<file path="config.mk">
export PLATFORM = sky130hd
export DESIGN_NAME = std_gate_unit_flat
export DESIGN_NICKNAME = d
export VERILOG_FILES = /design/src/rtl/std_gate_unit_if.sv /design/src/rtl/std_gate_unit.sv /design/src/flat_wrapper.sv
export SDC_FILE = /design/constraint.sdc
export NUM_CORES = 1
export LEC_CHECK = 0
export CAP_MARGIN = 40
export CORE_MARGIN = 2
export CORE_UTILIZATION = 38
export CTS_BUF_LIST = sky130_fd_sc_hd__clkbuf_8
export DETAILED_ROUTE_END_ITERATION = 8
export MAX_ROUTING_LAYER = met4
export PLACE_DENSITY_LB_ADDON = 0.1
export SLEW_MARGIN = 20
export SYNTH_ARGS = -nofsm -noshare
export SYNTH_HDL_FRONTEND = slang
export SYNTH_SLANG_ARGS = --single-unit
export TNS_END_PERCENT = 100
</file>
<file path="constraint.sdc">
create_clock -name clk -period 1.1 [get_ports clk]
set_input_delay 0.22 -clock clk [delete_from_list [all_inputs] [get_ports clk]]
set_output_delay 0.22 -clock clk [all_outputs]
set_load 0.005 [all_outputs]
</file>
<file path="src/rtl/std_gate_unit_if.sv">
// Bus bundle for std_gate_unit: operands, select and in_valid in; combinational and registered results out.
// Buses run [0:WIDTH-1] with bit 0 as the MSB.
interface std_gate_unit_if #(
  parameter int WIDTH = 32
);
  logic [0:WIDTH-1] a;
  logic [0:WIDTH-1] b;
  logic             sel;
  logic             in_valid;
  logic [0:WIDTH-1] and_out;
  logic [0:WIDTH-1] not_out;
  logic [0:WIDTH-1] mux_out;
  logic [0:WIDTH-1] and_q;
  logic [0:WIDTH-1] not_q;
  logic [0:WIDTH-1] mux_q;
  logic             out_valid;

  modport master (
    output a, b, sel, in_valid,
    input  and_out, not_out, mux_out, and_q, not_q, mux_q, out_valid
  );

  modport slave (
    input  a, b, sel, in_valid,
    output and_out, not_out, mux_out, and_q, not_q, mux_q, out_valid
  );
endinterface

</file>
<file path="src/rtl/std_gate_unit.sv">
// Per-bit AND2/NOT/MUX2 gate library with zero-latency outputs plus a 1-cycle registered copy.
// No backpressure: every in_valid beat is captured and out_valid pulses for one cycle.
module std_gate_and2 (
  input  logic a_i,
  input  logic b_i,
  output logic y_o
);
  assign y_o = a_i & b_i;
endmodule

module std_gate_not (
  input  logic a_i,
  output logic y_o
);
  assign y_o = ~a_i;
endmodule

module std_gate_mux2 (
  input  logic a_i,
  input  logic b_i,
  input  logic sel_i,
  output logic y_o
);
  // Ternary keeps X on sel visible except where both data inputs agree.
  assign y_o = sel_i ? b_i : a_i;
endmodule

module std_gate_unit #(
  parameter int WIDTH = 32
) (
  input  logic           clk,
  input  logic           rst_n,
  std_gate_unit_if.slave bus
);
  logic [0:WIDTH-1] and_d;
  logic [0:WIDTH-1] not_d;
  logic [0:WIDTH-1] mux_d;
  logic [0:WIDTH-1] and_nxt_d;
  logic [0:WIDTH-1] not_nxt_d;
  logic [0:WIDTH-1] mux_nxt_d;
  logic             out_valid_d;
  logic [0:WIDTH-1] and_q;
  logic [0:WIDTH-1] not_q;
  logic [0:WIDTH-1] mux_q;
  logic             out_valid_q;

  for (genvar i = 0; i < WIDTH; i++) begin : g_bit
    std_gate_and2 u_and (
      .a_i (bus.a[i]),
      .b_i (bus.b[i]),
      .y_o (and_d[i])
    );
    std_gate_not u_not (
      .a_i (bus.a[i]),
      .y_o (not_d[i])
    );
    std_gate_mux2 u_mux (
      .a_i   (bus.a[i]),
      .b_i   (bus.b[i]),
      .sel_i (bus.sel),
      .y_o   (mux_d[i])
    );
  end

  always_comb begin
    and_nxt_d   = and_q;
    not_nxt_d   = not_q;
    mux_nxt_d   = mux_q;
    out_valid_d = 1'b0;
    if (bus.in_valid) begin
      and_nxt_d   = and_d;
      not_nxt_d   = not_d;
      mux_nxt_d   = mux_d;
      out_valid_d = 1'b1;
    end
  end

  // Reset outranks in_valid so an in-flight beat is dropped.
  always_ff @(posedge clk) begin
    if (!rst_n) begin
      and_q       <= '0;
      not_q       <= '0;
      mux_q       <= '0;
      out_valid_q <= 1'b0;
    end else begin
      and_q       <= and_nxt_d;
      not_q       <= not_nxt_d;
      mux_q       <= mux_nxt_d;
      out_valid_q <= out_valid_d;
    end
  end

  assign bus.and_out   = and_d;
  assign bus.not_out   = not_d;
  assign bus.mux_out   = mux_d;
  assign bus.and_q     = and_q;
  assign bus.not_q     = not_q;
  assign bus.mux_q     = mux_q;
  assign bus.out_valid = out_valid_q;
endmodule

</file>
<file path="src/flat_wrapper.sv">
// flat-port wrapper written by rule: the top's interface ports become plain ports
module std_gate_unit_flat 
#(
  parameter int WIDTH = 32
)
  (clk, rst_n, bus_a, bus_b, bus_sel, bus_in_valid, bus_and_out, bus_not_out, bus_mux_out, bus_and_q, bus_not_q, bus_mux_q, bus_out_valid);
  std_gate_unit_if #(.WIDTH(WIDTH)) bus_i ();
  input  logic clk;
  input  logic rst_n;
  input wire logic [$bits(bus_i.a)-1:0] bus_a;
  input wire logic [$bits(bus_i.b)-1:0] bus_b;
  input wire logic [$bits(bus_i.sel)-1:0] bus_sel;
  input wire logic [$bits(bus_i.in_valid)-1:0] bus_in_valid;
  output wire logic [$bits(bus_i.and_out)-1:0] bus_and_out;
  output wire logic [$bits(bus_i.not_out)-1:0] bus_not_out;
  output wire logic [$bits(bus_i.mux_out)-1:0] bus_mux_out;
  output wire logic [$bits(bus_i.and_q)-1:0] bus_and_q;
  output wire logic [$bits(bus_i.not_q)-1:0] bus_not_q;
  output wire logic [$bits(bus_i.mux_q)-1:0] bus_mux_q;
  output wire logic [$bits(bus_i.out_valid)-1:0] bus_out_valid;
  assign bus_i.a = bus_a;
  assign bus_i.b = bus_b;
  assign bus_i.sel = bus_sel;
  assign bus_i.in_valid = bus_in_valid;
  assign bus_and_out = bus_i.and_out;
  assign bus_not_out = bus_i.not_out;
  assign bus_mux_out = bus_i.mux_out;
  assign bus_and_q = bus_i.and_q;
  assign bus_not_q = bus_i.not_q;
  assign bus_mux_q = bus_i.mux_q;
  assign bus_out_valid = bus_i.out_valid;
  std_gate_unit #(.WIDTH(WIDTH)) u_core (.clk(clk), .rst_n(rst_n), .bus(bus_i));
endmodule
</file>
Word-level counts from Yosys, hierarchy flattened
Cells that the tools add are included.
{"block": "classes", "mux": 33, "bitwise": 64}
{"operator": "2-to-1 mux 1 bit", "n": 33}
{"operator": "AND 1 bit", "n": 32}
{"operator": "inverter 1 bit", "n": 32}
{"block": "word_totals", "regBits": 97, "output_inout_bits": 193, "word_cells": 101}

Longest topological paths before layout
{"block": "logic_depth", "ltp_word": 1, "depth_mapped": 5, "depth_no_buf": 2}

Cells and area by module
A second synthesis with hierarchy kept.
{"block": "hier_totals", "hier_cells": 407, "area_unflattened_um2": 4463.0}
{"module": "std_gate_unit", "n_inst": 1, "cells_each": 311, "area_each_um2": 3662.3, "seq_area_each_um2": 1941.9}
{"module": "std_gate_mux2", "n_inst": 32, "cells_each": 1, "area_each_um2": 15.0, "seq_area_each_um2": 0.0}
{"module": "std_gate_and2", "n_inst": 32, "cells_each": 1, "area_each_um2": 6.3, "seq_area_each_um2": 0.0}
{"module": "std_gate_not", "n_inst": 32, "cells_each": 1, "area_each_um2": 3.8, "seq_area_each_um2": 0.0}

Worst setup path after synthesis
OpenSTA, ideal clock, no wires.
{"block": "synth_timing", "path_kind": "input -> output", "startpoint": "input bus_sel", "endpoint": "output bus_mux_out[0]", "t_arrival_ns": 0.905, "required_time_ns": 0.880, "path_slack_ns": -0.025, "stages": 4, "path_cell_list": "buf_6 buf_12 mux2_4 buf_4"}
{"block": "synth_via", "elab_chain_len": 1}
{"item": "start: declaration", "line_no": "flat_wrapper.sv:12", "text": "input wire logic [$bits(bus_i.sel)-1:0] bus_sel;"}
{"item": "2-to-1 mux 1 bit", "line_no": "std_gate_unit.sv:25", "text": "assign y_o = sel_i ? b_i : a_i;"}
{"item": "end: declaration", "line_no": "flat_wrapper.sv:16", "text": "output wire logic [$bits(bus_i.mux_out)-1:0] bus_mux_out;"}
No other way between the ends.

Worst setup path after layout
{"block": "layout_timing", "startpoint": "input bus_sel", "endpoint": "output bus_mux_out[6]"}
Same word-level chain as after synthesis.

==> results.env <==
RUN_STATUS='complete, but fails checks'
FAILED_CHECKS='negative setup slack'
YS_TOP_CELLS_BY_AREA='sky130_fd_sc_hd__dfxtp_1 37%, sky130_fd_sc_hd__buf_4 14%, sky130_fd_sc_hd__mux2_4 8.6%'
DRT-WIRELENGTH-PER-CELL_UM=14.9
DESIGN.DIE.AREA_UM2=14700
CRITPATHMAXFANOUT=5
CTS_NUM_SINKS=97
CTS_ROOT_BUFFER='sky130_fd_sc_hd__clkbuf_8'
SYNTH_TOP_FAMILY_BY_AREA='buffers and inverters'
CTS-BUFFERS-INSERTED=9
REGTOREGSTARTPOINT='u_core.bus.mux_q[26]$_SDFFE_PN0P_'
FIRST_GLOBAL_VIAS=4383
LEAKAGEPOWER_uW=0.00422
DETAILEDPLACEMENTHPWL_UM=10200
MAX_STAGE_DELAY_CELL_WORST_PATH='sky130_fd_sc_hd__mux2_4'
YS_ASYNC_SR_FRACTION_PCT=0
PLACE_WS_PS=-620
CRIT_CHAIN='buf_12 -> buf_16 -> buf_8 -> mux2_4 -> buf_6'
MIN_DELAY_PATH_DEPTH=3
FINAL_SETUP_VIOLATING_ENDPOINTS=32
NUM_VIAS=4454
SYNTH_ENABLE_FLOP_CELLS=0
MAXCAPVIOLATIONS=0
R2R_SETUP_SLACK_PS=260
PORTBUFFERS=260
GROUTE.USAGE.OVERALL_PCT=19.8
MIN_PERIOD_OVER_PERIOD_PCT=114
ROWS=42
TIMING.RR.END='u_core.bus.mux_q[26]$_SDFFE_PN0P_'
SYNTH_XOR_XNOR_AREA_SHARE_PCT=0
WIRELENGTH_UM=14400
REQUIRED_PS=880
LAYOUT.CELLS.MOST_COMMON='sky130_fd_sc_hd__buf_2'
FINALHOLDVIOLCOUNT=0
ANTENNA_CELLS_INSERTED=0
SYNTH-COMPOUND-AREA-SHARE_PCT=20.0
SYNTH_SIMPLE_GATE_AREA_SHARE_PCT=13.2
DIE_HEIGHT_UM=121
HP-CLASS='in -> reg'
CLOCKBUFFERDEPTH=2
MAX_CLOCK_FREQ_MHz=795
CP_NUM_CELLS=5
FINAL_NET_COUNT=857
CLOCK_INSERTION_DELAY_WORST_SKEW_PS=370
LARGEST_NET_DEGREE_AT_THE_START_OF_GLOBAL_ROUTING=45
ANTENNA_FOUND_INITIAL=0
SETUP.WORST_PATH.END_CLASS='output pin'
POWER_DENSITY_nW_PER_UM2=1110
YOSYSWARNINGCOUNT=0
WORST-ENDPOINT-ARRIVAL_PS=1040
SYN-CELL-AREA_UM2=5210
FP.COREAREA_UM2=13300
SYN_TO_FINAL_GROWTH_PCT=51.2
POST-ROUTE-MIN-PERIOD_PS=1260
HEADROOM_TO_THE_MAX_SLEW_LIMIT_PCT=84.4
TIMING.REG2REG.WORST_PATH_DEPTH=3
SYNTH.MUX.AREA_FRACTION_PCT=9.08
STARTING_DENSITY_PCT=39.2
GRT_OVERFLOW=0
GP_ROUTABILITY_CONGESTION=0.753
CLOCK-SKEW-FINAL_PS=0
HOLDPATHEND='u_core.bus.and_q[3]$_SDFFE_PN0P_'
NETLIST.AREA_LEADER.SHARE_PCT=37.3
YOSYS.AREA.TOP_TYPE='sky130_fd_sc_hd__dfxtp_1'
CRITPATHMAXSTAGEDELAY_PS=310
MAXSLEWVIOLCOUNT=0
ANTENNA_VIOLATING_NETS_POST_ROUTE=0
CTS_TREE='yes'
VIAS_PER_CELL=4.59
TIMING.HOLD.WORST.START='bus_b[28]'
WORSTMARGINPINSLEW_PS=234
DETAILEDROUTE.FIRSTITERATIONVIOLATIONS=181
SYNTH_AREA_PER_CELL_UM2=9.47
DETAILEDROUTE.FIRSTPASSITERATIONCOUNT=6
DESIGN.PORTCOUNT=261
SYNTH-MAIN-FF-CELL='sky130_fd_sc_hd__dfxtp_1'
CLKSLEWWORSTSETUPHOLDPATHS_PS=90
MOST-COMMON-LAYOUT-CELLS='102 x sky130_fd_sc_hd__buf_2, 96 x sky130_fd_sc_hd__dfxtp_2, 79 x sky130_fd_sc_hd__buf_4'
DIE_WIDTH_UM=121
RSZ0062_AT_GRT='true'
TIMING.SETUP.CRITICAL_PATH_CLASS='in -> out'
CP_TOP_FAMILY='buffers and inverters'
SYNTH_CELL_TYPE_COUNT=19
DETAIL_ROUTE.DRC_VIOLATIONS=0
GRT_FIRST_PASS_WIRELENGTH_UM=22200
WORST_SETUP_PATH_START_KIND='primary input'
CTS_HTREE_LEVELS=3
DRIVE_ABOVE_1_SHARE_PCT=52.4
YOSYS_REGISTER_BITS=97
SYN-NUM-NETS=618
SYN-INSTANCE-COUNT=550
WORST_IR_DROP_VDD_mV=0.790
TOTAL_POWER_uW=8770
SETUP_WS_PS=-158
CRIT_BUF_INV=4
YOSYSSEQAREASHARE_PCT=37.3
POST_SYNTH_FA_HA_MAJ_AREA_FRACTION_PCT=0
[tightest hold or removal path: cells and delay by family]
| family | cells | cell delay [ps] |
|---|---|---|
| compound gates | 1 | 50 |
| buf+inv | 1 | 100 |
| simple gates | 1 | 80 |
[cell usage after synthesis, types with 3 or more instances]
| cell type | number |
|---|---|
| sky130_fd_sc_hd__buf_4 | 99 |
| sky130_fd_sc_hd__nand3_1 | 32 |
| sky130_fd_sc_hd__mux2_4 | 30 |
| sky130_fd_sc_hd__clkbuf_1 | 11 |
| sky130_fd_sc_hd__o21ai_0 | 32 |
| sky130_fd_sc_hd__nand2b_1 | 32 |
| sky130_fd_sc_hd__inv_1 | 33 |
| sky130_fd_sc_hd__buf_12 | 3 |
| sky130_fd_sc_hd__a21boi_1 | 10 |
| sky130_fd_sc_hd__a21boi_0 | 22 |
| sky130_fd_sc_hd__o211a_1 | 32 |
| sky130_fd_sc_hd__o21ba_1 | 30 |
| sky130_fd_sc_hd__and2_1 | 33 |
| sky130_fd_sc_hd__buf_2 | 17 |
| sky130_fd_sc_hd__dfxtp_1 | 97 |
| sky130_fd_sc_hd__nand2_1 | 32 |
[flip-flops by register name (all words and copies together) (netlist names)]
register              flops
u_core.bus.and_q         32
u_core.bus.not_q         32
u_core.bus.out_valid      1
u_core.bus.mux_q         32
[per-stage QoR]
step                      util (%)  instance area (µm²)  cells  hold WS (ps)  TNS, ps
after floorplan                  -                 5330    550           379     -161
after global placement        57.7                 7670    921           456   -53380
after detailed placement      57.7                 7670    921           462   -55580
after CTS                     59.1                 7850    961           132    -4360
after global routing          59.2                 7880    970           134    -4140
final                         59.2                 7880    970           127    -3710
[metal layers]
layer	global-route usage, %	share of wire [%]
met1	22.8	41
met2	33.1	49
met3	4.84	6.8
met4	7.85	2.5
met5	-	0
[logic make-up (layout without fill, tap and decap cells)]
| family | count (synthesis) | count (layout) |
|---|---|---|
| muxes | 32 | 32 |
| AOI/OAI and AO/OA | 128 | 128 |
| and+or+nand+nor | 129 | 129 |
| DFF | 97 | 97 |
| buffers and inverters | 164 | 408 |
[worst max-delay path by stage]
stage	startpoint	end	slack, ps
after floorplan	bus_sel	bus_mux_out[0]	-5
after detailed placement	bus_a[25]	bus_mux_out[25]	-620
after global routing	bus_sel	bus_mux_out[10]	-170
after global placement	bus_a[25]	bus_mux_out[25]	-630
after CTS	bus_sel	bus_mux_out[10]	-160
final	bus_sel	bus_mux_out[6]	-160
[where the power goes]
group | switching (µW) | internal (µW)
registers | 96.7 | 3760
clock network | 1270 | 1560
logic | 815 | 1270
[final cells by class]
class	count	area (µm²)
clock buffer	10	138
inverter	33	124
clock inverter	6	105
sequential	97	2060
timing repair buffer	359	3010
multi-input combinational	289	2210
fill	1268	5420
tap	176	220
[timing repair]
item                       CTS  global route
setup buffers               22            10
cloned                       2             0
resized for setup          885            18
setup endpoints to repair  193            47
hold buffers                 0             0
pin swaps                    1             0
No activity file was read; power rests on OpenSTA's default activity.
==> RTL edit (config.mk and constraints unchanged) <==
`WIDTH` is set to 32 in 3 places; all go to 24.
--- a/src/rtl/std_gate_unit_if.sv
+++ b/src/rtl/std_gate_unit_if.sv
@@ -1,7 +1,7 @@
 // Bus bundle for std_gate_unit: operands, select and in_valid in; combinational and registered results out.
 // Buses run [0:WIDTH-1] with bit 0 as the MSB.
 interface std_gate_unit_if #(
-  parameter int WIDTH = 32
+  parameter int WIDTH = 24
 );
   logic [0:WIDTH-1] a;
   logic [0:WIDTH-1] b;
--- a/src/rtl/std_gate_unit.sv
+++ b/src/rtl/std_gate_unit.sv
@@ -26,7 +26,7 @@
 endmodule
 
 module std_gate_unit #(
-  parameter int WIDTH = 32
+  parameter int WIDTH = 24
 ) (
   input  logic           clk,
   input  logic           rst_n,
--- a/src/flat_wrapper.sv
+++ b/src/flat_wrapper.sv
@@ -1,7 +1,7 @@
 // flat-port wrapper written by rule: the top's interface ports become plain ports
 module std_gate_unit_flat 
 #(
-  parameter int WIDTH = 32
+  parameter int WIDTH = 24
 )
   (clk, rst_n, bus_a, bus_b, bus_sel, bus_in_valid, bus_and_out, bus_not_out, bus_mux_out, bus_and_q, bus_not_q, bus_mux_q, bus_out_valid);
   std_gate_unit_if #(.WIDTH(WIDTH)) bus_i ();
Interface: changed (8 resized); port bits go from 261 to 197. The function was not compared with the original's and may differ.
==> RTL edit against the original RTL <==
- sequential cell count down 24
- power down 28%
- wire length down 30%
- setup slack better by 0.017 ns
- design area down 27%
- the run still ends with negative setup slack left
- area after synthesis down 25%
- critical path depth unchanged
- global-route usage down 1.4 points
==> RTL edit: results (changes against the original RTL) <==
sta:
  setup_ws_ns: -0.141  # +0.0169 ns
  setup_tns_ns: -1.63  # +2.07 ns
  setup_viol: 23  # -28%
  worst_pin_slew_ns: 0.223  # -0.0112 ns
  fin_skew_ns: 0  # unchanged
detailed_routing:
  wl_met2_um: 4790  # -33%
  dr.first_iter.drc_count: 86  # -52%
  top_layer_used: "met4"
  routed_via_density: 4.49  # -2.3%
  wl_um: 10000  # -30%
  m1WireLength_um: 4510  # -24%
  first_pass_iters: 4  # -2
  dr_wl_met3_um: 626  # -36%
clock_network:
  cts_buffer_depth: 2  # unchanged
  clk_latency_ns: 0.33  # -0.04 ns
synthesis:
  synth_area_leaders: "dfxtp_1 (37%), buf_4 (15%), mux2_4 (7.7%)"
  syn_nets: 465  # -25%
  synth-seq-area-share_pct: 37.5  # +0.17 points
  ys_top_cells_by_count: "buf_4 (76), dfxtp_1 (73), and2_1 (25), inv_1 (25)"
  synth_cell_types: 18  # -1
  avgSynthCellArea_um2: 9.45  # -0.23%
power_and_ir_drop:
  leakage_uw: 0.00307  # -27%
  p_per_area_nw_per_um2: 1090  # -1.8%
  irDropWorstVdd_mv: 0.511  # -35%
  switching_share_pct: 26.0  # +1.2 points
layout:
  instances_no_fill: 724  # -25%
  fillCellCount: 927  # -27%
  nNetsFinal: 638  # -26%
  drive_gt1_share_pct: 52.5  # +0.061 points
  area_delta_synth_final_pct: 48.1
  reg_top3: "u_core.bus.and_q x24, u_core.bus.mux_q x24, u_core.bus.not_q x24"
critical_path:
  crit_fanout: 6  # +1
  crit_arrival_ns: 1.02  # -0.02 ns
outcome:
  status: "finished, violations left"
  violations: "negative setup slack"
placed_design:
  hpwlAfterDp_um: 7260  # -29%
  place_congestion: 0.726  # -3.5%
  place_area_um2: 5760  # -25%
  dp_slack_ns: -0.611  # +0.00936 ns
  portBuffers: 196  # -25%
  place_inst: 692  # -25%
grt:
  grt_pass1_vias: 3142  # -28%
  grt.total_usage_pct: 18.3  # -1.4 points
  grt_pass1_wl_um: 16000  # -28%
  grt_max_degree: 50  # +11%
hold_path:
  hp-class: "input pin to flop"
-- RTL edit: worst max-delay path, stage by stage --
cell and delay [ns]:
buf_12 0.11, buf_12 0.13, buf_8 0.13, mux2_4 0.30, buf_6 0.12
-- RTL edit: power groups by stage --
stage | sequential, µW | clock [µW] | combinational, µW
final | 2900 | 1920 | 1500
after floorplan | 2950 | 0 | 812
after global routing | 2920 | 2110 | 1630
after global placement | 2930 | 0 | 1660
after CTS | 2910 | 2000 | 1530
after detailed placement | 2940 | 0 | 1680
-- RTL edit: cell families after synthesis --
logic type             share of synthesized area (%)
multiplexers                                    8.85
buffers and inverters                           20.4
flip-flops                                      37.5
AO/OA/AOI/OAI                                   20.0
AND/OR/NAND/NOR                                 13.2
-- RTL edit: final cells by class --
type / count / share of cell area, %
multi-input cells: 217 / 28.7
clock buffers: 11 / 2.62
repair buffers: 260 / 36.8
clock inverters: 5 / 0.541
inverters: 25 / 1.62
well taps: 133 / 2.88
flip-flops and latches: 73 / 26.8
-- RTL edit: what timing repair did --
action	CTS	global route
setup endpoints to repair	145	56
setup buffers	12	4
resized for setup	637	37
gates cloned	0	0
endpoints found under the hold margin	0	0
pin swaps	1	0
-- RTL edit: worst paths after layout --
check / slack [ns] / cells past startpoint / endpoint / start
worst max-delay path: -0.14 / 5 / bus_mux_out[12] / bus_sel
worst min-delay path: 0.17 / 3 / u_core.bus.and_q[21] / bus_b[2]
worst max register to register: 0.27 / 3 / u_core.bus.mux_q[5] / u_core.bus.mux_q[5]
worst min register to register: 0.47 / 1 / u_core.bus.not_q[14] / u_core.bus.not_q[14]
-- RTL edit: routing by layer --
metal,up-vias,global-route usage [%]
met2,108,30.0
met1,1487,22.6
met5,-,-
met4,0,5.52
li1,1641,-
met3,12,4.21
